===== config.mk =====
export PLATFORM = sky130hd
export DESIGN_NAME = exc_sequencer
export DESIGN_NICKNAME = d
export VERILOG_FILES = /design/src/rtl/exc_sequencer.sv
export SDC_FILE = /design/constraint.sdc
export NUM_CORES = 1
export LEC_CHECK = 0
export CORE_ASPECT_RATIO = 1.1
export CORE_MARGIN = 2
export CORE_UTILIZATION = 24
export CTS_CLUSTER_DIAMETER = 100
export DETAILED_ROUTE_END_ITERATION = 8
export GPL_TIMING_DRIVEN = 0
export HOLD_SLACK_MARGIN = 0.08
export PLACE_DENSITY = 0.82
export SLEW_MARGIN = 20
export SYNTH_ARGS = -nofsm -noshare
export SYNTH_HDL_FRONTEND = slang
export SYNTH_SLANG_ARGS = --single-unit

===== constraint.sdc =====
create_clock -name clk -period 2.34 [get_ports clk]
set_clock_uncertainty 0.05 [all_clocks]
set_input_delay 0.468 -clock clk [delete_from_list [all_inputs] [get_ports clk]]
set_output_delay 0.468 -clock clk [all_outputs]
set_load 0.1 [all_outputs]

===== src/rtl/exc_sequencer.sv =====
// Exception/interrupt entry and eret sequencer sitting beside CP0 in M; arbitration is combinational,
// redirect issues in the request cycle and flush holds FLUSH_CYCLES more cycles; new requests are ignored while busy.
module exc_sequencer #(
  parameter logic [31:0] HANDLER_PC   = 32'h0000_4180,
  parameter int unsigned FLUSH_CYCLES = 1
) (
  input  logic        clk,
  input  logic        reset,
  input  logic        m_valid,
  input  logic [31:0] pc_m,
  input  logic        bd_m,
  input  logic [4:0]  exc_f,
  input  logic [4:0]  exc_d,
  input  logic [4:0]  exc_e,
  input  logic [4:0]  exc_m,
  input  logic        eret_m,
  input  logic [5:0]  dev_int,
  input  logic [5:0]  int_ack,
  input  logic        cp0_req,
  input  logic [31:0] cp0_epc,
  output logic [4:0]  cp0_exc_code,
  output logic [31:0] cp0_vpc,
  output logic        cp0_bd,
  output logic [5:0]  cp0_hw_int,
  output logic        cp0_exl_clr,
  output logic        flush,
  output logic [1:0]  npc_sel,
  output logic [31:0] npc_target,
  output logic        busy
);

  typedef enum logic [1:0] {
    ST_RUN   = 2'd0,
    ST_ENTER = 2'd1,
    ST_ERET  = 2'd2
  } state_e;

  localparam logic [2:0] FLUSH_LOAD = 3'(FLUSH_CYCLES);

  state_e      state_q, state_d;
  logic [2:0]  cnt_q, cnt_d;
  logic [5:0]  int_pend_q, int_pend_d;
  logic [4:0]  exc_arb;

  if (FLUSH_CYCLES == 0 || FLUSH_CYCLES > 7) begin : g_bad_flush_cycles
    always_ff @(posedge clk) begin
      assert (1'b0) else $error("exc_sequencer: FLUSH_CYCLES=%0d outside 1..7", FLUSH_CYCLES);
    end
  end

  always_ff @(posedge clk or posedge reset) begin
    if (reset) begin
      state_q    <= ST_RUN;
      cnt_q      <= 3'd0;
      int_pend_q <= 6'd0;
    end else begin
      state_q    <= state_d;
      cnt_q      <= cnt_d;
      int_pend_q <= int_pend_d;
    end
  end

  // Oldest detection stage wins.
  always_comb begin
    exc_arb = 5'd0;
    if (exc_f != 5'd0)      exc_arb = exc_f;
    else if (exc_d != 5'd0) exc_arb = exc_d;
    else if (exc_e != 5'd0) exc_arb = exc_e;
    else                    exc_arb = exc_m;
  end

  assign cp0_vpc = pc_m;

  always_comb begin
    state_d      = state_q;
    cnt_d        = cnt_q;
    int_pend_d   = (int_pend_q | dev_int) & ~int_ack;
    cp0_exc_code = 5'd0;
    cp0_bd       = 1'b0;
    cp0_hw_int   = 6'd0;
    cp0_exl_clr  = 1'b0;
    flush        = 1'b0;
    npc_sel      = 2'b00;
    npc_target   = 32'd0;
    busy         = 1'b0;

    case (state_q)
      ST_RUN: begin
        if (m_valid) begin
          cp0_exc_code = exc_arb;
          cp0_bd       = bd_m;
        end
        cp0_hw_int = int_pend_q;
        // A pending exception/interrupt takes precedence; a coincident eret is the victim.
        if (cp0_req) begin
          state_d    = ST_ENTER;
          cnt_d      = FLUSH_LOAD;
          flush      = 1'b1;
          npc_sel    = 2'b01;
          npc_target = HANDLER_PC;
        end else if (eret_m && m_valid) begin
          state_d     = ST_ERET;
          cnt_d       = FLUSH_LOAD;
          flush       = 1'b1;
          npc_sel     = 2'b10;
          npc_target  = cp0_epc;
          cp0_exl_clr = 1'b1;
        end
      end
      ST_ENTER, ST_ERET: begin
        flush = 1'b1;
        busy  = 1'b1;
        cnt_d = cnt_q - 3'd1;
        if (cnt_q == 3'd1) state_d = ST_RUN;
      end
      default: begin
        state_d = ST_RUN;
        cnt_d   = 3'd0;
      end
    endcase

    // Reset is asynchronous, so the combinational outputs are silenced with it too.
    if (reset) begin
      cp0_exc_code = 5'd0;
      cp0_bd       = 1'b0;
      cp0_hw_int   = 6'd0;
      cp0_exl_clr  = 1'b0;
      flush        = 1'b0;
      npc_sel      = 2'b00;
      npc_target   = 32'd0;
      busy         = 1'b0;
    end
  end

endmodule


==> metrics.md, run 1 <==
| Metric | Value |
|---|---|
| First-pass GRT wire length | `8.24 mm` |
| Max Cap Viol | `0` |
| Seq/Total Area, Yosys | `22.0%` |
| #FFs+latches synth | `11` |
| Post-Synthesis Cells | `about 170` |
| Slowest-stage cell, CP | `clkdlybuf4s50_1` |
| Final Critical Period | `2.45 ns` |
| Top_reg_cell synth | `dfrtp_1` |
| Syn_nets | `271` |
| Wirelength per Cell | `14.1 µm` |
| # IOs | `183` |
| Crit-path max cell delay | `0.51 ns` |
| Rel. slew slack | `34.6%` |
| Crit path buf inv count | `3` |
| Avg Synthesized Cell Area | `7.58 µm²` |
| Initial Util | `25.0%` |
| Measured slew at the worst slew-check pin | `0.977 ns` |
| Clock buffer depth | `2` |
| Vias | `1745` |
| VDD IR max | `~0.00075 V` |
| HP Class | `flip-flop to flip-flop` |
| Root Buffer | `clkbuf_8` |
| Area Growth Syn to Fin | `175%` |
| Detail Route Antenna Nets | `0` |
| DP Area | `0.00293 mm²` |
| Largest net degree at the start of global routing | `12` |
| Fill cells | `approximately 380` |
| Post-CTS Hold Buffers | `0` |
| Share of cells above drive strength 1 | `47.7%` |
| P per Cell Area | `613 mW/mm²` |
| Async SR Flop Fraction | `100%` |
| Overall Global Routing Usage | `17.9%` |
| Reg clk slew, reported paths | `0.05 ns` |
| Routability cong. | `0.821` |
| Slew Limit Fails | `0` |
| Initial drt markers | `17` |
| Final setup viols | `35` |
| # DRC | `0` |
| Diodes inserted | `0` |
| Inserted Clock Buffers | `3` |
| Post-synth EDFFs | `0` |
| Vias per inst | `4.56` |
| Final period utilization | `105%` |
| Synth warn | `0` |
| Total grt overflow | `0` |
| Vias in the first global route | `approximately 1800` |
| Die Y | `79.7 µm` |
| Die W | `between 70 and 80 µm` |
| Fin area | `0.00344 mm²` |
| Critical path class | `primary input to output port` |
| Status | `complete, but fails checks` |
| Placeable Area | `0.00500 mm²` |
| DIE AREA | `between 0.005 and 0.006 mm²` |
| Initial antenna violation count | `0` |
| Clk sinks | `11` |
| Worst setup SP type | `primary input` |
| Post-Synthesis Cell Area | `approximately 0.0012 mm²` |
| Worst skew pair latency | `0.24 ns` |
| Final hold violation count | `0` |
| Setup TNS | `-2.49 ns` |
| CP arrival | `1.93 ns` |
| 1st-pass router iterations | `4` |
| Site Rows | `27` |
| Cell Chain, Critical Path | `clkdlybuf4s50_1, nand2_1, nor3_4, clkbuf_8, and2_2, buf_12` |
| Commonest non-fill, non-tap cells in the layout | `clkdlybuf4s50_1 (89), buf_4 (43), buf_12 (35), and2_2 (21), nor2_1 (16)` |
| CP max FO | `10` |
| CP endpoint kind | `output port` |
| Failing checks | `setup timing` |
| CTS tree | `done` |
| RSZ-0062 raised after global routing | `yes` |
| Hpwl dp | `approximately 4.2 mm` |
| Leak pwr | `roughly 1.5 nW` |
| CP required | `1.82 ns` |
| Final-stage net count | `432` |
| WL final | `5.39 mm` |
| IO buf count | `149` |
| Most common cell after layout, fill and taps aside | `clkdlybuf4s50_1` |
| Netlist cell types | `29` |
| Max Freq | `409 MHz` |
| H-tree levels | `1` |
| Min setup slack post-route | `-0.107 ns` |
| Crit path max-delay family | `buffers and inverters` |
-- kinds of logic after synthesis --
| family | synth area share [%] |
|---|---|
| AND/OR/NAND/NOR | 35.5 |
| flip-flops | 22.0 |
| adder cells (fa/ha/maj) | 4.00 |
| AO/OA/AOI/OAI | 14.7 |
| buffers and inverters | 23.7 |
-- layout make-up --
cell class	instances	area, µm²	area share, %
timing repair buffer	156	1840	53.4
clock buffer	4	45.0	1.31
buffer	37	294	8.54
inverter	9	37.5	1.09
tap	58	72.6	2.11
multi-input combinational	108	881	25.6
sequential	11	275	7.99
-- flip-flops by register name, indices dropped and copies added (netlist names) --
name / count
int_pend_q: 6
cnt_q: 3
state_q: 2
-- tightest hold or removal path: cells and delay by family (launching register included) --
family,cells,cell delay (ns)
flip-flops,1,0.33
AND/OR/NAND/NOR,2,0.11
-- power by group --
| part | internal, mW | switching, mW |
|---|---|---|
| clock network | 0.119 | 0.0685 |
| registers | 0.234 | 0.0276 |
| logic | 0.559 | 1.10 |
-- metrics by stage --
| step | instances | power [mW] | setup slack (ns) | hold slack [ns] | utilization [%] |
|---|---|---|---|---|---|
| finish | 383 | 2.11 | -0.107 | 0.431 | 68.9 |
| global route | 383 | 2.21 | -0.167 | 0.453 | 68.9 |
| CTS | 382 | 2.09 | -0.0851 | 0.440 | 68.5 |
| detailed placement | 372 | 1.79 | -1.67 | 0.429 | 58.5 |
| global placement | 372 | 1.77 | -1.66 | 0.424 | 58.5 |
| floorplan | 165 | 1.41 | -0.221 | 0.278 | - |
-- per-layer routing --
metal	part of all wire (%)	global-route usage, %	vias up
li1	-	-	833
met1	32	17.5	817
met2	60	37.6	90
met3	7.5	3.79	5
met4	0.85	2.41	0
met5	0	0	-
-- final timing paths --
path / to / slack, ns / cells after the start / from
worst min register to register: int_pend_q[1] / 0.43 / 2 / int_pend_q[1]
worst max register to register: state_q[0] / 0.92 / 6 / cnt_q[1]
worst max-delay path: npc_target[2] / -0.11 / 6 / eret_m
worst min-delay path: int_pend_q[1] / 0.43 / 2 / int_pend_q[1]
min in group asynchronous: int_pend_q[4] / 0.48 / 3 / reset
max in group asynchronous: int_pend_q[5] / 1.62 / 3 / reset
-- repair_timing --
item | in CTS | in global routing
buffers inserted | 6 | 1
setup endpoints to repair | 49 | 44
resized for setup | 450 | 9
pin swaps | 10 | 5
gates cloned | 0 | 0
-- cells in the mapped netlist (5+ instances only) --
| cell | n | area [µm²] |
|---|---|---|
| and2_1 | 36 | 225 |
| buf_4 | 33 | 248 |
| nor2_1 | 21 | 78.8 |
| dfrtp_1 | 11 | 275 |
| inv_1 | 9 | 33.8 |
| a21oi_1 | 5 | 25.0 |
Power figures use the tool's default switching activity.
==> run 2: changes to the inputs <==
--- a/config.mk
+++ b/config.mk
@@ -7,12 +7,12 @@
 export LEC_CHECK = 0
 export CORE_ASPECT_RATIO = 1.1
 export CORE_MARGIN = 2
-export CORE_UTILIZATION = 24
+export CORE_UTILIZATION = 21
 export CTS_CLUSTER_DIAMETER = 100
 export DETAILED_ROUTE_END_ITERATION = 8
 export GPL_TIMING_DRIVEN = 0
 export HOLD_SLACK_MARGIN = 0.08
-export PLACE_DENSITY = 0.82
+export PLACE_DENSITY = 0.76
 export SLEW_MARGIN = 20
 export SYNTH_ARGS = -nofsm -noshare
 export SYNTH_HDL_FRONTEND = slang
==> constraint.sdc (replaced) <==
create_clock -name clk -period 2.1 [get_ports clk]
set_clock_uncertainty 0.05 [all_clocks]
set_input_delay 0.42 -clock clk [delete_from_list [all_inputs] [get_ports clk]]
set_output_delay 0.42 -clock clk [all_outputs]
set_load 0.1 [all_outputs]
==> run 2 against run 1 <==
  * The run still ends with setup timing left
  * Via count is 0.34% higher
  * Final cell count increased by 6.3%
  * Non-clock buffer count increased by 4
  * Power grew 20%
  * Clock power grew 12%
  * Register-to-register slack lost 0.41 ns
  * Sequential share of layout area decreased by 0.48 points
  * Global-route usage fell by 2.7 points
  * Sequential power grew 15%
  * Combinational power grew 22%
  * Largest power group unchanged
==> metrics.md, run 2 (synthesized netlist as in run 1, its figures left out) <==
| Metric | Value |
|---|---|
| Crit path buf inv count | `3` |
| Detail Route Antenna Nets | `0` |
| Worst skew pair latency | `0.24 ns` |
| DIE AREA | `0.00659 mm²` |
| WL final | `5.49 mm` |
| CP arrival | `1.88 ns` |
| Initial Util | `approximately 22%` |
| Root Buffer | `clkbuf_8` |
| HP Class | `primary input to asynchronous set/reset pin` |
| Reg clk slew, reported paths | `0.05 ns` |
| Area of the multi-input gates | `913 µm²` |
| Rel. slew slack | `around a third` |
| Measured slew at the worst slew-check pin | `roughly 0.97 ns` |
| Area Growth Syn to Fin | `193%` |
| Pre-CTS setup slack | `-1.86 ns` |
| Die Y | `84.9 µm` |
| Leak pwr | `1.63 nW` |
| CTS tree | `done` |
| Register Area | `275 µm²` |
| VDD IR max | `0.000683 V` |
| Setup TNS | `-7.06 ns` |
| Wirelength per Cell | `13.5 µm` |
| IO buf count | `roughly 150` |
| RSZ-0062 raised after global routing | `yes` |
| # DRC | `0` |
| Final period utilization | `112%` |
| R2R Path Start | `state_q[1]` |
| Vias per inst | `4.30` |
| Slowest-stage cell, CP | `or4_4` |
| Worst setup SP type | `primary input` |
| Routability cong. | `0.742` |
| Worst Setup SP | `exc_d[4]` |
| Cell Chain, Critical Path | `buf_6, or4_4, nor4_4, buf_4, o21ai_2, a21oi_4, buf_12` |
| Crit path max-delay family | `simple AND/OR/NAND/NOR gates` |
| 1st-pass router iterations | `4` |
| Final hold violation count | `0` |
| P per Cell Area | `690 mW/mm²` |
| CP required | `1.63 ns` |
| H-tree levels | `1` |
| Commonest non-fill, non-tap cells in the layout | `clkdlybuf4s50_1 (83), buf_4 (42), buf_12 (41), and2_2 (26), nor2_1 (15)` |
| Site Rows | `29` |
| Initial drt markers | `19` |
| Final Critical Period | `2.35 ns` |
| Hpwl dp | `4.00 mm` |
| Placed cells | `roughly 400` |
| Final setup viols | `37` |
| Diodes inserted | `0` |
| Total grt overflow | `0` |
| # IOs | `183` |
| Die W | `77.6 µm` |
| Placeable Area | `0.00577 mm²` |
| First-pass GRT wire length | `8.26 mm` |
| Crit-path max cell delay | `0.53 ns` |
| Vias in the first global route | `1794` |
| Largest net degree at the start of global routing | `12` |
| Max Cap Viol | `0` |
| CP endpoint kind | `output port` |
| Slew Limit Fails | `0` |
| Initial antenna violation count | `0` |
| Hold_ws | `0.386 ns` |
| Final-stage net count | `around 440` |
| Max Freq | `425 MHz` |
| Critical path class | `primary input to output port` |
| Inserted Clock Buffers | `3` |
| Clk sinks | `11` |
| Failing checks | `setup timing` |
| Top reg by flops | `int_pend_q` |
| Clock buffer depth | `2` |
| Max reg flops | `6` |
| Top Registers | `int_pend_q: 6 flops, cnt_q: 3 flops, state_q: 2 flops` |
| Fin cells | `407` |
| Fill cells | `around 460` |
| Status | `complete, but fails checks` |
| CP max FO | `2` |
| Overall Global Routing Usage | `between 10% and 20%` |
| Share of cells above drive strength 1 | `52.7%` |
| Most common cell after layout, fill and taps aside | `clkdlybuf4s50_1` |
| Min setup slack post-route | `-0.251 ns` |
| Vias | `roughly 1800` |
## run 2: path summary, 6_finish.rpt
kind                       slack [ns]         endpoint  depth (start not counted)
max in group asynchronous        1.47    int_pend_q[2]                          3
setup reg to reg                 0.51         cnt_q[2]                          7
hold reg to reg                  0.43    int_pend_q[2]                          2
min in group clk                 0.43    int_pend_q[2]                          2
setup / recovery                -0.25  cp0_exc_code[4]                          7
hold / removal                   0.39         cnt_q[0]                          3
## run 2: metal layers
| metal | track usage [%] | routed length (µm) | vias up |
|---|---|---|---|
| met5 | 0 | 0 | - |
| met4 | 0.974 | 19 | 0 |
| met3 | 4.26 | 481 | 4 |
| met2 | 31.0 | 3220 | 95 |
| met1 | 15.9 | 1770 | 805 |
| li1 | - | - | 847 |
## run 2: per-stage QoR
step / power, mW / area [µm²] / utilization [%]
after detailed placement: 2.01 / 2960 / 51.3
after CTS: 2.43 / 3550 / 61.6
after floorplan: 1.58 / 1370 / -
after global routing: 2.64 / 3660 / 63.5
after global placement: 1.99 / 2960 / 51.3
final: 2.53 / 3660 / 63.5
## run 2: cell type report
class | count | area share, %
multi-input combinational | 109 | 24.9
clock buffer | 4 | 1.23
timing repair buffer | 160 | 54.7
tap | 77 | 2.63
buffer | 37 | 7.99
sequential | 11 | 7.52
inverter | 9 | 1.02
## run 2: power breakdown
group / switching [mW] / internal (mW)
logic: 1.27 / 0.744
registers: 0.0401 / 0.261
clock network: 0.0777 / 0.133
total: 1.39 / 1.14
## run 2: what timing repair did
action | CTS | global route
buffers inserted | 5 | 4
resized for setup | 476 | 22
endpoints found under the setup margin | 49 | 54
gates cloned | 3 | 0
pin swaps | 12 | 2
hold buffers | 0 | 0
## run 2: worst min-delay path, stage by stage
cell,delay [ns]
clkdlybuf4s15_2,0.28
clkinvlp_4,0.13
buf_4,0.19
==> run 3: changes to the inputs <==
--- a/config.mk
+++ b/config.mk
@@ -12,7 +12,7 @@
 export DETAILED_ROUTE_END_ITERATION = 8
 export GPL_TIMING_DRIVEN = 0
 export HOLD_SLACK_MARGIN = 0.08
-export PLACE_DENSITY = 0.76
+export PLACE_DENSITY = 0.84
 export SLEW_MARGIN = 20
 export SYNTH_ARGS = -nofsm -noshare
 export SYNTH_HDL_FRONTEND = slang
==> run 3 against run 2 <==
  * The flow still finishes with violations (setup timing)
  * Sequential power down 3%
  * Clock-buffer cell count unchanged
  * Sequential share of layout area down 0.10 points
  * Die area unchanged
  * Routed wire length increased by 1.3%
  * First-iteration DRC count rose by 16%
  * Flip-flop and latch count stayed put
  * Critical path depth stayed put
  * Clock power up 2%
  * Register-to-register slack worse by 0.05 ns
  * Power is 1.5% higher
  * Global-route usage is 0.59 points higher
==> metrics.md, run 3 (synthesized netlist as in run 1, its figures left out) <==
| Metric | Value |
|---|---|
| Status | `complete, but fails checks` |
| Failing checks | `setup timing` |
| Pre-CTS setup slack | `-1.88 ns` |
| Slew Limit Fails | `0` |
| Initial antenna violation count | `0` |
| Final hold violation count | `0` |
| Fill cells | `438` |
| RSZ-0062 raised after global routing | `yes` |
| Diodes inserted | `0` |
| Die Y | `84.9 µm` |
| Most common cell after layout, fill and taps aside | `clkdlybuf4s50_1` |
| DP Area | `about 0.0030 mm²` |
| Clock buffer depth | `2` |
| Wirelength per Cell | `13.5 µm` |
| Max Freq | `424 MHz` |
| CP endpoint kind | `output port` |
| Final Critical Period | `~2.4 ns` |
| H-tree levels | `1` |
| Fin area | `0.00371 mm²` |
| Critical path class | `primary input to output port` |
| P per Cell Area | `roughly 700 mW/mm²` |
| Vias | `about 1800` |
| Top Registers | `int_pend_q: 6 flops, cnt_q: 3 flops, state_q: 2 flops` |
| Initial drt markers | `22` |
| Inserted Clock Buffers | `3` |
| Die W | `about 78 µm` |
| Final period utilization | `112%` |
| Commonest non-fill, non-tap cells in the layout | `clkdlybuf4s50_1 (76), buf_4 (46), buf_12 (41), and2_2 (26), nor2_1 (15)` |
| Initial Util | `21.7%` |
| Reg clk slew, reported paths | `0.05 ns` |
| WL final | `between 5 and 6 mm` |
| Min setup slack post-route | `-0.261 ns` |
| Routability cong. | `0.708` |
| IO buf count | `149` |
| Leak pwr | `1.71 nW` |
| CP required | `1.63 ns` |
| Largest net degree at the start of global routing | `12` |
| Vias per inst | `4.31` |
| Detail Route Antenna Nets | `0` |
| Area Growth Syn to Fin | `197%` |
| DIE AREA | `approximately 0.0066 mm²` |
| Rel. slew slack | `34.5%` |
| Site Rows | `29` |
| Max Cap Viol | `0` |
| CTS tree | `done` |
| Top reg by flops | `int_pend_q` |
| Final-stage net count | `441` |
| Overall Global Routing Usage | `15.8%` |
| Clk sinks | `11` |
| Max reg flops | `6` |
| VDD IR max | `about 0.0008 V` |
| First-pass GRT wire length | `roughly 8.5 mm` |
| Vias in the first global route | `1851` |
| 1st-pass router iterations | `4` |
| HP Class | `primary input to asynchronous set/reset pin` |
| Root Buffer | `clkbuf_8` |
| Final core utilization | `64.3%` |
| Worst skew pair latency | `0.24 ns` |
| Post-CTS Hold Buffers | `0` |
| Worst setup SP type | `primary input` |
| CP max FO | `2` |
| Setup TNS | `-8.01 ns` |
| Measured slew at the worst slew-check pin | `0.981 ns` |
| Total grt overflow | `0` |
| Placeable Area | `between 0.005 and 0.006 mm²` |
| Final setup viols | `37` |
| Hpwl dp | `4.03 mm` |
| # DRC | `0` |
| Share of cells above drive strength 1 | `52.7%` |
| # IOs | `between 150 and 200` |
| Pwr Total | `2.57 mW` |
| CP arrival | `1.89 ns` |
[run 3: changes by cell type in the layout (fill, tap and decap cells not counted), moves of 2 or more]
| cell | before | now |
|---|---|---|
| buf_4 | 42 | 46 |
| buf_6 | 5 | 7 |
| clkdlybuf4s50_1 | 83 | 76 |
| dlymetal6s2s_1 | 6 | 12 |
[run 3: critical path, stage by stage]
cell      delay [ns]
buf_8           0.10
or4_4           0.54
nor4_4          0.26
buf_4           0.18
a221oi_4        0.06
nor2_4          0.14
buf_12          0.18
[run 3: path summary, 6_finish.rpt]
check	endpoint	slack [ns]	cells after the start	start
worst max register to register	cnt_q[2]	0.46	8	state_q[1]
worst min-delay path	int_pend_q[5]	0.35	3	reset
worst min register to register	int_pend_q[2]	0.44	2	int_pend_q[2]
max in group asynchronous	cnt_q[0]	1.51	3	reset
min in group clk	int_pend_q[2]	0.44	2	int_pend_q[2]
worst max-delay path	cp0_exc_code[0]	-0.26	7	exc_d[2]
[run 3: per-stage QoR]
step / cells / hold slack, ns
after floorplan: 165 / 0.230
final: 411 / 0.347
after CTS: 406 / 0.350
after global routing: 411 / 0.374
after global placement: 391 / 0.422
after detailed placement: 391 / 0.427
[run 3: layout make-up]
cell class,instances,area (µm²),share of cell area (%)
Sequential cell,11,275,7.41
Clock buffer,4,45.0,1.21
Tap cell,77,96.3,2.60
Timing Repair Buffer,165,2060,55.4
Multi-Input combinational cell,108,910,24.5
Buffer,37,293,7.89
Inverter,9,37.5,1.01
[run 3: power by group]
part           switching [mW]  internal, mW
Sequential             0.0322         0.261
Combinational            1.28         0.774
Clock                  0.0822         0.134
Total                    1.40          1.17
[run 3: repair_timing]
| item | in CTS | in global routing |
|---|---|---|
| pin swaps | 12 | 4 |
| buffers inserted | 9 | 5 |
| gates resized for setup | 478 | 32 |
| cloned | 2 | 0 |
| setup endpoints to repair | 49 | 59 |
[run 3: routing by layer]
| layer | routed length (µm) | vias to the layer above | track usage, % |
|---|---|---|---|
| met5 | 0 | - | 0 |
| met4 | 19 | 0 | 1.95 |
| met3 | 638 | 2 | 6.70 |
| met2 | 3170 | 115 | 31.3 |
| met1 | 1730 | 803 | 15.5 |
| li1 | - | 851 | - |
